**src/rtl/snoop_responder_pkg.sv**
```systemverilog
// Shared MSI bus types plus helpers for the snoop responder.
package snoop_responder_pkg;

  typedef enum logic [3:0] {
    NOOP              = 4'd0,
    READ_MISS_0       = 4'd1,
    READ_MISS_1       = 4'd2,
    WRITE_MISS_0      = 4'd3,
    WRITE_MISS_1      = 4'd4,
    INVALIDATE_0      = 4'd5,
    INVALIDATE_1      = 4'd6,
    READ_MISS_0_WAIT  = 4'd7,
    READ_MISS_1_WAIT  = 4'd8,
    WRITE_MISS_0_WAIT = 4'd9,
    WRITE_MISS_1_WAIT = 4'd10,
    INVALIDATE_0_WAIT = 4'd11,
    INVALIDATE_1_WAIT = 4'd12
  } bus_op_t;

  typedef enum logic [1:0] {
    INVALID  = 2'd0,
    SHARED   = 2'd1,
    MODIFIED = 2'd2
  } blk_state_t;

  typedef enum logic [2:0] {
    SNP_IDLE    = 3'd0,
    SNP_LOOKUP  = 3'd1,
    SNP_FLUSH   = 3'd2,
    SNP_UPDATE  = 3'd3,
    SNP_ACK     = 3'd4,
    SNP_RELEASE = 3'd5
  } snp_state_t;

  // Kind of request, independent of which core issued it.
  typedef enum logic [1:0] {
    OPC_NONE  = 2'd0,
    OPC_READ  = 2'd1,
    OPC_WRITE = 2'd2,
    OPC_INVAL = 2'd3
  } op_class_t;

  // True when op is a request (not a *_WAIT) issued by the core other than core_id.
  function automatic logic other_core_op(bus_op_t op, int core_id);
    logic r;
    case (op)
      READ_MISS_0, WRITE_MISS_0, INVALIDATE_0: r = (core_id != 0);
      READ_MISS_1, WRITE_MISS_1, INVALIDATE_1: r = (core_id == 0);
      default:                                 r = 1'b0;
    endcase
    return r;
  endfunction

  // The *_WAIT code the requester holds while waiting on op; NOOP for anything else.
  function automatic bus_op_t wait_of(bus_op_t op);
    bus_op_t r;
    case (op)
      READ_MISS_0:  r = READ_MISS_0_WAIT;
      READ_MISS_1:  r = READ_MISS_1_WAIT;
      WRITE_MISS_0: r = WRITE_MISS_0_WAIT;
      WRITE_MISS_1: r = WRITE_MISS_1_WAIT;
      INVALIDATE_0: r = INVALIDATE_0_WAIT;
      INVALIDATE_1: r = INVALIDATE_1_WAIT;
      default:      r = NOOP;
    endcase
    return r;
  endfunction

  function automatic op_class_t op_class(bus_op_t op);
    op_class_t r;
    case (op)
      READ_MISS_0, READ_MISS_1:   r = OPC_READ;
      WRITE_MISS_0, WRITE_MISS_1: r = OPC_WRITE;
      INVALIDATE_0, INVALIDATE_1: r = OPC_INVAL;
      default:                    r = OPC_NONE;
    endcase
    return r;
  endfunction

endpackage

```
**src/rtl/snoop_responder.sv**
```systemverilog
// Snoop responder: watches the shared bus for the other core's requests, looks up
// the local line, writes back MODIFIED data, downgrades/invalidates, then acks.
//
// state       | meaning
// ------------+------------------------------------------------------------
// IDLE        | watching bus for the other core's request
// LOOKUP      | tag/state/data returned from the arrays, decide the action
// FLUSH       | write-back of MODIFIED block, held until mem_wr_ack
// UPDATE      | one-cycle line state write
// ACK         | one-cycle snp_ack pulse to the requester
// RELEASE     | wait for the requester to drop its *_WAIT code
module snoop_responder
  import snoop_responder_pkg::*;
#(
  parameter int CORE_ID = 0,
  parameter int IDX_W   = 6,
  parameter int OFF_W   = 2,
  parameter int BLK_W   = 64
) (
  input  logic                      clk,
  input  logic                      rst,
  input  bus_op_t                   bus_op,
  input  logic [15:0]               bus_addr,
  output logic                      snp_ack,
  output logic                      snp_busy,
  output logic                      snp_err,
  output logic [IDX_W-1:0]          tag_rd_idx,
  input  logic [16-IDX_W-OFF_W-1:0] tag_rd_tag,
  input  blk_state_t                tag_rd_state,
  input  logic [BLK_W-1:0]          data_rd_blk,
  output logic                      st_wr_en,
  output logic [IDX_W-1:0]          st_wr_idx,
  output blk_state_t                st_wr_state,
  output logic                      mem_wr_en,
  output logic [15:0]               mem_wr_addr,
  output logic [BLK_W-1:0]          mem_wr_data,
  input  logic                      mem_wr_ack
);

  localparam int BLKA_W = 16 - OFF_W;

  localparam logic [2:0] ST_IDLE    = SNP_IDLE;
  localparam logic [2:0] ST_LOOKUP  = SNP_LOOKUP;
  localparam logic [2:0] ST_FLUSH   = SNP_FLUSH;
  localparam logic [2:0] ST_UPDATE  = SNP_UPDATE;
  localparam logic [2:0] ST_ACK     = SNP_ACK;
  localparam logic [2:0] ST_RELEASE = SNP_RELEASE;

  logic [2:0]        state;
  bus_op_t           op_q;
  logic [BLKA_W-1:0] blk_addr_q;
  blk_state_t        new_state_q;
  logic [15:0]       mem_wr_addr_q;
  logic [BLK_W-1:0]  mem_wr_data_q;
  logic              snp_err_q;

  logic              trigger;
  logic              hit;
  logic [2:0]        lk_next;
  blk_state_t        lk_state;
  logic              lk_flush;
  logic              lk_err;

  // Word offset is irrelevant to a block-granular snoop.
  logic              unused_off;
  assign unused_off = ^bus_addr[OFF_W-1:0];

  // Reset gates the trigger so the lookup index reads zero while in reset.
  assign trigger = !rst && (state == ST_IDLE) && other_core_op(bus_op, CORE_ID);

  // Index goes straight from the bus on the trigger cycle so the arrays answer in LOOKUP.
  assign tag_rd_idx = (state == ST_IDLE) ? (trigger ? bus_addr[OFF_W +: IDX_W] : '0)
                                         : blk_addr_q[IDX_W-1:0];

  assign hit = (tag_rd_tag == blk_addr_q[BLKA_W-1:IDX_W]) && (tag_rd_state != INVALID);

  // LOOKUP decision: next FSM state, line state to write, and whether to flush.
  always_comb begin
    lk_next  = ST_ACK;
    lk_state = INVALID;
    lk_flush = 1'b0;
    lk_err   = 1'b0;
    if (hit) begin
      case (op_class(op_q))
        OPC_READ: begin
          lk_state = SHARED;
          if (tag_rd_state == MODIFIED) begin
            lk_next  = ST_FLUSH;
            lk_flush = 1'b1;
          end
        end
        OPC_WRITE: begin
          lk_state = INVALID;
          if (tag_rd_state == MODIFIED) begin
            lk_next  = ST_FLUSH;
            lk_flush = 1'b1;
          end else begin
            lk_next = ST_UPDATE;
          end
        end
        OPC_INVAL: begin
          // Invalidate of a dirty remote copy is illegal in MSI: drop the line, flag it.
          lk_state = INVALID;
          lk_next  = ST_UPDATE;
          lk_err   = (tag_rd_state == MODIFIED);
        end
        default: lk_next = ST_ACK;
      endcase
    end
  end

  // Snoop FSM with latch registers for the op, address and write-back payload.
  always_ff @(posedge clk) begin
    if (rst) begin
      state         <= ST_IDLE;
      op_q          <= NOOP;
      blk_addr_q    <= '0;
      new_state_q   <= INVALID;
      mem_wr_addr_q <= '0;
      mem_wr_data_q <= '0;
      snp_err_q     <= 1'b0;
    end else begin
      case (state)
        ST_IDLE: begin
          if (trigger) begin
            op_q       <= bus_op;
            blk_addr_q <= bus_addr[15:OFF_W];
            state      <= ST_LOOKUP;
          end
        end
        ST_LOOKUP: begin
          new_state_q <= lk_state;
          if (lk_flush) begin
            mem_wr_addr_q <= {blk_addr_q, {OFF_W{1'b0}}};
            mem_wr_data_q <= data_rd_blk;
          end
          if (lk_err) snp_err_q <= 1'b1;
          state <= lk_next;
        end
        ST_FLUSH: begin
          if (mem_wr_ack) state <= ST_UPDATE;
        end
        ST_UPDATE:  state <= ST_ACK;
        ST_ACK:     state <= ST_RELEASE;
        ST_RELEASE: begin
          if (bus_op != wait_of(op_q)) state <= ST_IDLE;
        end
        default: state <= ST_IDLE;
      endcase
    end
  end

  assign snp_ack     = (state == ST_ACK);
  assign snp_busy    = (state == ST_LOOKUP) || (state == ST_FLUSH) || (state == ST_UPDATE);
  assign snp_err     = snp_err_q;
  assign st_wr_en    = (state == ST_UPDATE);
  assign st_wr_idx   = blk_addr_q[IDX_W-1:0];
  assign st_wr_state = new_state_q;
  assign mem_wr_en   = (state == ST_FLUSH);
  assign mem_wr_addr = mem_wr_addr_q;
  assign mem_wr_data = mem_wr_data_q;

endmodule
```
**config.mk**
```make
export PLATFORM = sky130hd
export DESIGN_NAME = snoop_responder
export DESIGN_NICKNAME = d
export VERILOG_FILES = /design/src/rtl/snoop_responder_pkg.sv /design/src/rtl/snoop_responder.sv
export SDC_FILE = /design/constraint.sdc
export NUM_CORES = 1
export LEC_CHECK = 0
export BUFFER_PORTS_ARGS = -buffer_cell sky130_fd_sc_hd__buf_4
export CAP_MARGIN = 20
export CORE_MARGIN = 5
export CORE_UTILIZATION = 50
export DETAILED_ROUTE_END_ITERATION = 12
export GPL_ROUTABILITY_DRIVEN = 0
export PLACE_DENSITY = 0.85
export SLEW_MARGIN = 20
export SYNTH_ARGS = -nofsm -noshare
export SYNTH_HDL_FRONTEND = slang
export SYNTH_SLANG_ARGS = --single-unit
```
**constraint.sdc**
```tcl
create_clock -name clk -period 4.4 [get_ports clk]
set_input_delay 0 -clock clk [delete_from_list [all_inputs] [get_ports clk]]
set_output_delay 0 -clock clk [all_outputs]
set_load 0.005 [all_outputs]
```
# ---- Word-level counts from Yosys, hierarchy flattened
# Cells that the tools add are included.
dict set report totals {
  output_inout_bits 99
  inputBits 97
  ff_bits 102
}
dict set report classes {
  n_eq_ne 23
  n_reduce_logical 17
  muxes 23
}
# operator count
set op_table {}
lappend op_table {{case mux 4 bit (6 select lines)} 1}
lappend op_table {{equality test 4 x 3 -> 1 bit (second input constant)} 5}
lappend op_table {{case mux 3 bit (6 select lines)} 1}
lappend op_table {{two-way mux 3 bit} 5}
lappend op_table {{equality test 4 x 2 -> 1 bit (second input constant)} 3}
lappend op_table {{two-way mux 6 bit} 2}
lappend op_table {{two-way mux 1 bit} 9}
lappend op_table {{case mux 3 bit (3 select lines)} 1}
lappend op_table {{equality test 8 bit} 1}
lappend op_table {{two-way mux 4 bit} 2}
lappend op_table {{OR reduction 2 bit} 4}
lappend op_table {{equality test 2 bit (second input constant)} 3}
lappend op_table {{equality test 3 x 2 -> 1 bit (second input constant)} 2}
lappend op_table {{equality test 3 bit (second input constant)} 2}
lappend op_table {{case mux 2 bit (3 select lines)} 1}
lappend op_table {{AND reduction 2 bit} 3}
lappend op_table {{equality test 4 x 1 -> 1 bit (second input constant)} 1}
lappend op_table {{inequality test 2 bit (second input constant)} 2}
lappend op_table {{inequality test 4 bit} 1}
lappend op_table {{equality test 3 x 1 -> 1 bit (second input constant)} 1}
lappend op_table {{logical AND 1 bit} 3}
lappend op_table {{zero test 3 bit} 1}
lappend op_table {{AND reduction 3 bit} 1}
lappend op_table {{OR reduction 3 bit} 1}
lappend op_table {{6 further kinds} 7}

# ---- Depth between registers and ports, before layout
dict set report depth {
  depth_word 9
  ltp_mapped 11
  depth_no_buf 8
}

# ---- Worst setup path before layout
# OpenSTA, ideal clock, no wires.
dict set report synth_path {
  path_kind {register to register}
  startpoint {reg op_q[1]}
  endpoint {reg mem_wr_data_q[10] (netlist: mem_wr_data[10])}
  arrival_ns 2.157
  setup_slack_ns 2.116
  required_time_ns 4.272
  stages_incl_launch_ff 12
  path_buffers 4
  cell_sequence {dfxtp_1 > clkbuf_1 > and3b_1 > o21bai_1 > ha_1 > nand3_1 > nor4_1 > buf_2 > buf_6 > buf_8 > mux2i_1 > nor2_1}
}
dict set report synth_between {
  elab_chain_cells 9
  elab_cells_between_ends 17
  classes_between {8 x eq/ne; 4 x mux; 5 x reduce/logical}
}
# item line_no
set synth_lines {}
lappend synth_lines {{start: declaration} snoop_responder.sv:50} ;# bus_op_t op_q;
lappend synth_lines {{start signal: assignment} snoop_responder.sv:126} ;# op_q <= bus_op;
lappend synth_lines {{equality test 4 x 3 -> 1 bit, or another cell as far along} snoop_responder_pkg.sv:71} ;# case (op)
lappend synth_lines {{OR reduction 2 bit} snoop_responder_pkg.sv:71}
lappend synth_lines {{case mux 2 bit (3 select lines) (*)} snoop_responder_pkg.sv:71}
lappend synth_lines {{two-way mux 2 bit (*)} snoop_responder.sv:83} ;# if (hit) begin
lappend synth_lines {{equality test 2 bit or equality test 2 x 1 -> 1 bit (tied branches)} snoop_responder.sv:84} ;# case (op_class(op_q))
lappend synth_lines {{OR reduction 2 bit (no line) (*)} --}
lappend synth_lines {{two-way mux 1 bit (*)} --}
lappend synth_lines {{two-way mux 1 bit (*)} snoop_responder.sv:83}
lappend synth_lines {{AND reduction 2 bit (no line) (*)} --}
lappend synth_lines {{end signal: assignment} snoop_responder.sv:135} ;# mem_wr_data_q <= data_rd_blk;
lappend synth_lines {{end: declaration} snoop_responder.sv:54} ;# logic [BLK_W-1:0] mem_wr_data_q;
# Every way passes the cells marked *; elsewhere a longest branch is shown, timed or not. The select of a mux whose other input is x is not followed.
# A chain may end at the register's enable or synchronous reset.

# ---- Worst setup path after layout
dict set report layout_path {
  startpoint {reg op_q[2]}
  endpoint {reg mem_wr_data_q[35] (netlist: mem_wr_data[35])}
}
# The elaborated chain is that of the path after synthesis.

==> results by stage <==
Hold path:
- The start point of the worst hold path is bus_op[0].
- For hold timing, the worst endpoint is state[0].
- The worst hold path belongs to the class primary input to flip-flop.
- Along the worst hold path, the cell count comes to 4.

Critical path:
- The delay of the slowest cell on the worst path is 670 ps.
- The critical path launch point type is a flip-flop.
- STA puts the critical path data required time at 4590 ps.
- The type of the worst setup path is flip-flop to flip-flop.
- In this run the critical register-to-register path is captured at mem_wr_data[35].
- Traced cell by cell, the critical path runs through and3b_1, o21bai_1, ha_1, nand3_1, nor4_2, buf_4, mux2i_1, nor2_1.
- The count of cells along the worst register-to-register path is 8.
- The arrival time of data at the critical path endpoint is 3050 ps.
- The reg-to-reg startpoint is op_q[2].
- The flop-to-flop setup slack is 1540 ps.
- In this run the worst path has a maximum fanout of 47.
- The worst setup path is captured at a flip-flop.
- For this design, the slowest cell found on the critical path is buf_4.

Drt:
- Once detail routing completed, the nets flagged for antenna violations numbered 0.
- The iteration-0 DRC count of the detailed router is 82.
- The detailed router placed 4032 vias in this run.
- After detailed routing, the number of remaining DRC violations is 0.
- The aggregate routed wire length is 12900 um.
- The routed length per instance is 16.2 um.
- The first-pass detailed-route iteration total is 4.
- Dividing the detail-routed via count by the number of cells gives 5.05.

Floorplan:
- The die covers 10300 um^2.
- The die extent in y is 101 um.
- The number of top-level pins is 196.
- The placeable core region is 8180 um^2.
- The initial cell density of the core is 0.511.
- Measured along the x axis, the die boundary spans 101 um.
- The number of rows created at floorplan is 33.

Finish:
- The final standard cell count with taps included and fillers excluded is 799.
- Compared with the post-synthesis result, the final layout area differs by 56.3%.
- Measured on the finished design, the core utilization comes to 0.798.
- Once layout is done, the placed cells without fillers occupy 6520 um^2.
- The repair_antennas step left the layout with diodes totalling 0.
- The final layout contains 790 nets.
- In the final layout, the share of cells above drive strength 1 is 0.307.

GRT:
- For this run the aggregate overflow at the end of global routing stands at 0.
- The wire length of the first global-routing pass is 19600 um.
- Entering global routing, the biggest net connects 105 pins.
- The initial antenna violation count is 0.
- Across every metal layer, demand over resource in global routing totals 0.239.
- The number of global-route vias before repair was 4088.

Synthesis:
- In the post-synthesis netlist, the cell with the most instances is dfxtp_1.
- The number of distinct library cell variants in the gate-level netlist after synthesis is 41.
- The count of flip-flops with a built-in enable after synthesis is 0.
- By area the synthesized netlist is led by dfxtp_1, mux2i_1, nor2_1.
- The area share of the largest cell type after synthesis is 0.484.
- The share of the yosys chip area belonging to registers is 0.484.
- The most used flip-flop cell after synthesis is dfxtp_1.
- The flip-flop and latch count after synthesis is 101.
- The Yosys step of the flow raised 0 warnings.
- In the synthesized netlist, the number of instances is 443.
- In the synthesized netlist, the cells that appear most often are dfxtp_1, nor2_1, mux2i_1, nand2_1, a21oi_1.
- The post-synthesis average cell area is 9.42 um^2.
- dfxtp_1 takes more of the synthesized area than any other cell.
- The share of async-settable or async-resettable flops after synthesis is 0.
- The post-synthesis instance area is 4170 um^2.

Timing:
- The actual slew at the worst max-slew pin is 1040 ps.
- The number of max-slew violations in the final report is 0.
- Setup violations remaining at the end of the flow were counted as 0.
- Counting I/O delays and the setup requirement, the final critical path takes 2860 ps.
- Dividing the final minimum period by the clock period gives 0.651.
- The worst slew margin relative to its limit is 0.307.
- Across the routed clock network, the largest skew measured is 13.6 ps.
- The peak clock frequency supported by timing is 349 MHz.
- After routing, the total negative slack on setup checks comes to 0 ps.
- The total count of hold-check failures in the final report came to 0.
- Hold timing on the final database bottoms out at a slack of 38.3 ps.
- Once routing completed, OpenROAD measured the worst setup slack at 1540 ps.
- Setup repair after global routing left no endpoint under its margin.

CTS:
- After clock tree synthesis, the clock-pin slew on the worst setup and hold paths is 100 ps.
- The number of hold buffers added after CTS was 80.
- Once the clock tree was built, the resizer swapped 0 gates to a different size.
- TritonCTS built the clock tree.
- The clock reaches the later pin of the worst-skew pair after 350 ps.
- Clock tree synthesis inserted a total of 9 buffers.
- The H-tree was split into 3 levels.
- The clock passes through at most 2 buffers.
- The buffer cell driving the clock tree root is clkbuf_8.
- The number of sinks driven by the clock tree is 101.
- Post-CTS timing repair inserted 0 buffers for setup.

Pwr:
- Total power for the finished layout comes to 1.81 mW.
- The relative contribution of sequential cells to total power is 0.530.
- For this design the total switching power over the nets is 470 uW.
- Of the total power, combinational logic draws 0.159.
- The analysis attributes to cell leakage a power of 2.74 nW.
- The fraction of power spent switching nets is 0.260.
- The share of total power dissipated in the clock network is 0.311.
- Cell internal power was estimated by the tool at 1.34 mW.
- For this design the ratio of total power to cell area is 277 nW/um^2.
- The worst-case IR drop observed on VDD is 249 uV.

Place:
- The number of buffers inserted by port buffering is 190.
- The number of placed cells counting well taps is 703.
- Once detailed placement completed, the half-perimeter wirelength came to 7970 um.
- The minimum setup slack after placement is 1620 ps.
- The placement-stage cell area is 5530 um^2.

Status:
- The flow ran to the end, and the final reports show no timing, DRC or antenna violations.

Flow run:
- The tool flagged a number of max-cap violations equal to 0.
[worst max path at each step]
| stage | from | to | slack [ps] |
|---|---|---|---|
| 6_report | op_q[2] | mem_wr_data[35] | 1540 |
| 3_5_place_dp | op_q[2] | mem_wr_data[38] | 1620 |
| 5_1_grt | op_q[2] | mem_wr_data[29] | 1350 |
| 2_1_floorplan | op_q[1] | mem_wr_data[10] | 2120 |
| 3_3_place_gp | op_q[1] | mem_wr_data[46] | 1700 |
| 4_1_cts | op_q[2] | mem_wr_data[38] | 1600 |
[cell usage in the layout, fill, tap and decap left out, types with 4 or more instances in the layout]
cell           count
nor3b_1            5
nand3_1            7
buf_4            192
dfxtp_1          101
nand2_1           49
and3b_1            4
mux2i_1           78
nor3_1             4
a21oi_1           23
nor2_1            85
ha_1               4
dlygate4sd3_1     80
xnor2_1            9
clkbuf_8          11
[power by group through the flow]
stage	sequential [mW]	clock, mW	combinational [mW]
4_1_cts	0.959	0.576	0.281
5_1_grt	0.964	0.610	0.313
6_report	0.959	0.563	0.287
3_5_place_dp	0.980	0	0.223
3_3_place_gp	0.979	0	0.218
2_1_floorplan	0.960	0	0.140
[worst max-delay path: cells and delay by family, from the launching register on]
family | cells | cell delay [ps]
AND/OR/NAND/NOR | 4 | 720
adder cells (fa/ha/maj) | 1 | 180
multiplexers | 1 | 310
flip-flops | 1 | 480
AO/OA/AOI/OAI | 1 | 300
buffers and inverters | 1 | 670
[kinds of logic (layout without fill, tap and decap cells)]
kind of cell	after synthesis	in the layout	synth area share
AO/OA/AOI/OAI	39	39	0.0564
XOR/XNOR	11	11	0.0231
adder cells (fa/ha/maj)	4	4	0.0120
buffers and inverters	41	290	0.0579
flip-flops	101	101	0.484
multiplexers	78	78	0.187
other	1	3	0.000898
AND/OR/NAND/NOR	168	168	0.178
[routing by layer]
layer / global-route usage / wire length [um] / part of all wire
met5: 0 / 0 / 0
met4: 0.101 / 431 / 0.033
met3: 0.0551 / 894 / 0.069
met2: 0.467 / 7170 / 0.56
met1: 0.237 / 4420 / 0.34
[sequential cells by signal, indices dropped and copies added, names as in the netlist]
register,flops
state,3
op_q,4
snp_err,1
mem_wr_data,64
st_wr_state,1
mem_wr_addr,14
blk_addr_q,14
[area by class of cell]
type	count	area, um^2
repair buffers	272	2240
flip-flops and latches	101	2020
multi-input cells	303	1920
fillers	482	1650
clock buffers	11	151
well taps	105	131
clock inverters	5	43.8
inverters	2	7.51
Power figures use the tool's default switching activity.
